--- src/rtl/comparator.sv ---
// Registered 2-bit unsigned magnitude comparator: X = {A,B} vs Y = {C,D}.
// Produces one-hot EQ/GT/LT flags one clock after the operands are sampled.
module comparator (
  input  logic input_clk,
  input  logic input_reset,
  input  logic input_A,
  input  logic input_B,
  input  logic input_C,
  input  logic input_D,
  output logic output_EQ,
  output logic output_GT,
  output logic output_LT
);

  logic [1:0] x;
  logic [1:0] y;
  logic       eq_n;
  logic       gt_n;
  logic       lt_n;

  assign x = {input_A, input_B};
  assign y = {input_C, input_D};

  // MSB decides first; on a tie the LSB decides.
  // NOTE: every always_comb output gets a default first so no path can infer a latch.
  always_comb begin
    eq_n = 1'b0;
    gt_n = 1'b0;
    lt_n = 1'b0;
    if (x[1] != y[1]) begin
      gt_n = x[1];
      lt_n = y[1];
    end else if (x[0] != y[0]) begin
      gt_n = x[0];
      lt_n = y[0];
    end else begin
      eq_n = 1'b1;
    end
  end

  // NOTE: sequential state uses non-blocking assignments so all flops update together.
  always_ff @(posedge input_clk) begin
    if (input_reset) begin
      output_EQ <= 1'b0;
      output_GT <= 1'b0;
      output_LT <= 1'b0;
    end else begin
      output_EQ <= eq_n;
      output_GT <= gt_n;
      output_LT <= lt_n;
    end
  end

endmodule

--- config.mk ---
export PLATFORM = sky130hd
export DESIGN_NAME = comparator
export DESIGN_NICKNAME = d
export VERILOG_FILES = /design/src/rtl/comparator.sv
export SDC_FILE = /design/constraint.sdc
export NUM_CORES = 1
export LEC_CHECK = 0
export CORE_AREA = 5 5 42 44
export DETAILED_ROUTE_END_ITERATION = 16
export DIE_AREA = 0 0 47 49
export GPL_ROUTABILITY_DRIVEN = 0
export SYNTH_ARGS = -nofsm -noshare
export SYNTH_HDL_FRONTEND = slang
export SYNTH_SLANG_ARGS = --single-unit
--- constraint.sdc ---
create_clock -name input_clk -period 0.8 [get_ports input_clk]
set_input_delay 0.16 -clock input_clk [delete_from_list [all_inputs] [get_ports input_clk]]
set_output_delay 0.16 -clock input_clk [all_outputs]
set_load 0.05 [all_outputs]
==> impl_results.md <==
- Outcome: finished, violations left
- Failing checks: setup timing
- Starting density of the core: a little over a tenth
- Area fraction of the dominant cell type after synthesis: 40.00%
- Post-route minimum period: 847.9 ps
- Num rows: 14
- Buf+Inv Stages, Crit Path: 1
- Crit path max fanout: 1
- PwrDens: 1809 nW/µm²
- Clock slew at reported path FFs: roughly 30 ps
- Area grow syn2layout: 106.7%
- Kind of critical path: reg2out
- Synth Warn #: 0
- Unique masters post-synth: 11
- Largest area contributor in the netlist: dfxtp_1
- Total number of vias: 138
- Slew @ Worst Pin: between 150 and 200 ps
- Peak VDD IR: between 0.2 and 0.3 mV
- # setup viols final: 3
- Global Route met2 Usage: ~3.6%
- Diode count: 0
- Via/cell ratio: 3.136
- Final period util: 106.0%
- Total Wirelength: roughly 310 µm
- Leakage: ~0.14 nW
- Clock root buffer master: clkbuf_4
- IO Port Bufs: 8
- Syn avg cell area: between 9 and 10 µm²
- Post-DRT Antenna Nets: 0
- FMAX: roughly 1.2 GHz
- Top Ports: 9
- CTS H-tree lvls: 1
- Seq/Total Area, Yosys: 40.00%
- Worst min-delay path class: in2reg
- Largest net degree at the start of global routing: 6
- Die area: 2303 µm²
- Worst Setup EP: output_GT
- Yosys reg bits: 3
- DIE WIDTH: between 40 and 50 µm
- Maximum clock insertion buffer count: 2
- Critical Path End Type: output pin
- Arrival @ worst endpoint: a little under 700 ps
- CP Depth: 1
- Total grt overflow: 0
- Post-Syn Area: 150.1 µm²
- First drt pass iteration count: 1
- Post-DP HPWL: about 260 µm
- Layout Utilization: 22.14%
- Max_cap viols: 0
- Proportion of layout cells with a drive suffix above 1: a little over a third
- Worst Setup Start Kind: flip-flop
- Crit path max-delay family: flip-flops
- Final nets: 37
- Postcts setup bufs: 0
- Initial antenna violation count: 0
- Place WS: -411.9 ps
- Setup ws final: -47.87 ps
- CTS tree: done
- Remaining DRCs: 0
- CTS buffer count: 3
- Final Cell Area: slightly above 300 µm²
- Die Ht: a little under 50 µm
- Slowest-stage cell, CP: dfxtp_2
- Hold Buf Count CTS: 0
- Fin Hold WS: 376.0 ps
- Final Hold Violating Endpoints: 0
- RSZ-0062 raised after global routing: yes
- Vias in the first global route: 152
- Critical-path cell list: buf_12
- Total Power: around 0.00056 W
- DP Area: around 280 µm²
- Slew HR: 89.03%
- Core ar.: 1401 µm²
- Top post-synthesis cells by area: dfxtp_1, ha_1, nand2b_1, xor2_1, inv_1
- Worst Setup SP: output_GT$_SDFF_PP0_
- First-pass GRT wire length: approximately 490 µm
- GRT met1 Usage: 3.289%
- Slowest stage delay, CP: around 330 ps
- Busiest grt layer: met4
- Syn nets: 24
- Syn Inst Count: 16
- Worst Path Required: 640 ps
- Met3 usage: less than 1%
- Slew Viols, Final: 0
- GRT Total Usage: under 10%
- Wire length per cell: roughly 7 µm
- CTS Sinks: 3
- Initial DRC Count: 0
-- cell usage after synthesis --
cell and instances:
inv_1 2, o22ai_1 1, ha_1 2, dfxtp_1 3, o21bai_1 1, nor2b_1 1
nor3b_1 1, xor2_1 1, a21oi_1 1, nand2_1 1, nand2b_1 2
-- area by class of cell --
cell class,count,area (µm²)
Multi-Input combinational cell,11,87.58
Tap cell,16,20.02
Inverter,2,7.507
Sequential cell,3,63.81
Timing Repair Buffer,8,105.1
Clock buffer,4,26.28
Fill cell,164,1091
-- placed cells by master (no fill, tap or decap) --
cell,count
a21oi_1,1
buf_12,3
clkbuf_1,1
clkbuf_4,3
clkdlybuf4s50_1,1
dfxtp_2,3
dlygate4sd2_1,4
ha_1,2
inv_1,2
nand2_1,1
nand2b_1,2
nor2b_1,1
nor3b_2,1
o21bai_1,1
o22ai_1,1
xor2_1,1
-- repair_timing --
action                     CTS  global route
resized for setup            7             1
hold endpoints to repair     0             0
gates cloned                 0             0
setup endpoints to repair    6             4
-- cells by family (layout without fill, tap and decap cells) --
kind of cell               Yosys count  count (layout)  share of synthesized area (%)
DFF                                  3               3                          40.00
xor gates and xnor gates             1               1                          5.834
buffers and inverters                2              14                          5.002
and+or+nand+nor                      5               5                          20.00
AOI/OAI and AO/OA                    3               3                          12.50
adders and majority gates            2               2                          16.66
-- power breakdown --
part / leakage, nW / internal (W) / total (W) / switching (W)
clock network: 0.0150 / 0.000187 / 0.000259 / 0.0000721
registers: 0.0258 / 0.000163 / 0.000171 / 0.00000765
logic: 0.0981 / 0.0000693 / 0.000132 / 0.0000627
-- stage by stage --
| step | TNS (ps) | std cells |
|---|---|---|
| 2_1_floorplan | 0 | 16 |
| 3_3_place_gp | -1194 | 40 |
| 3_5_place_dp | -1215 | 40 |
| 4_1_cts | -187.2 | 44 |
| 5_1_grt | -208.9 | 44 |
| 6_report | -141.8 | 44 |
-- state kept, by name (all words and copies together), names as in the netlist --
register / count
output_EQ: 1
output_GT: 1
output_LT: 1
-- metal layers --
layer	vias to the layer above	wire length, µm
li1	75	-
met4	0	0
met5	-	0
met2	8	137
met1	55	131
met3	0	43
-- worst min path at each step --
stage	start	end	slack (ps)	cells after the start
after CTS	input_C	output_LT$_SDFF_PP0_	370	3
after floorplan	input_reset	output_GT$_SDFF_PP0_	230	1
after detailed placement	output_LT$_SDFF_PP0_	output_LT	610	1
after global placement	output_LT$_SDFF_PP0_	output_LT	610	1
after global routing	input_C	output_LT$_SDFF_PP0_	380	3
final	input_C	output_LT$_SDFF_PP0_	380	3
Power figures use the tool's default switching activity.
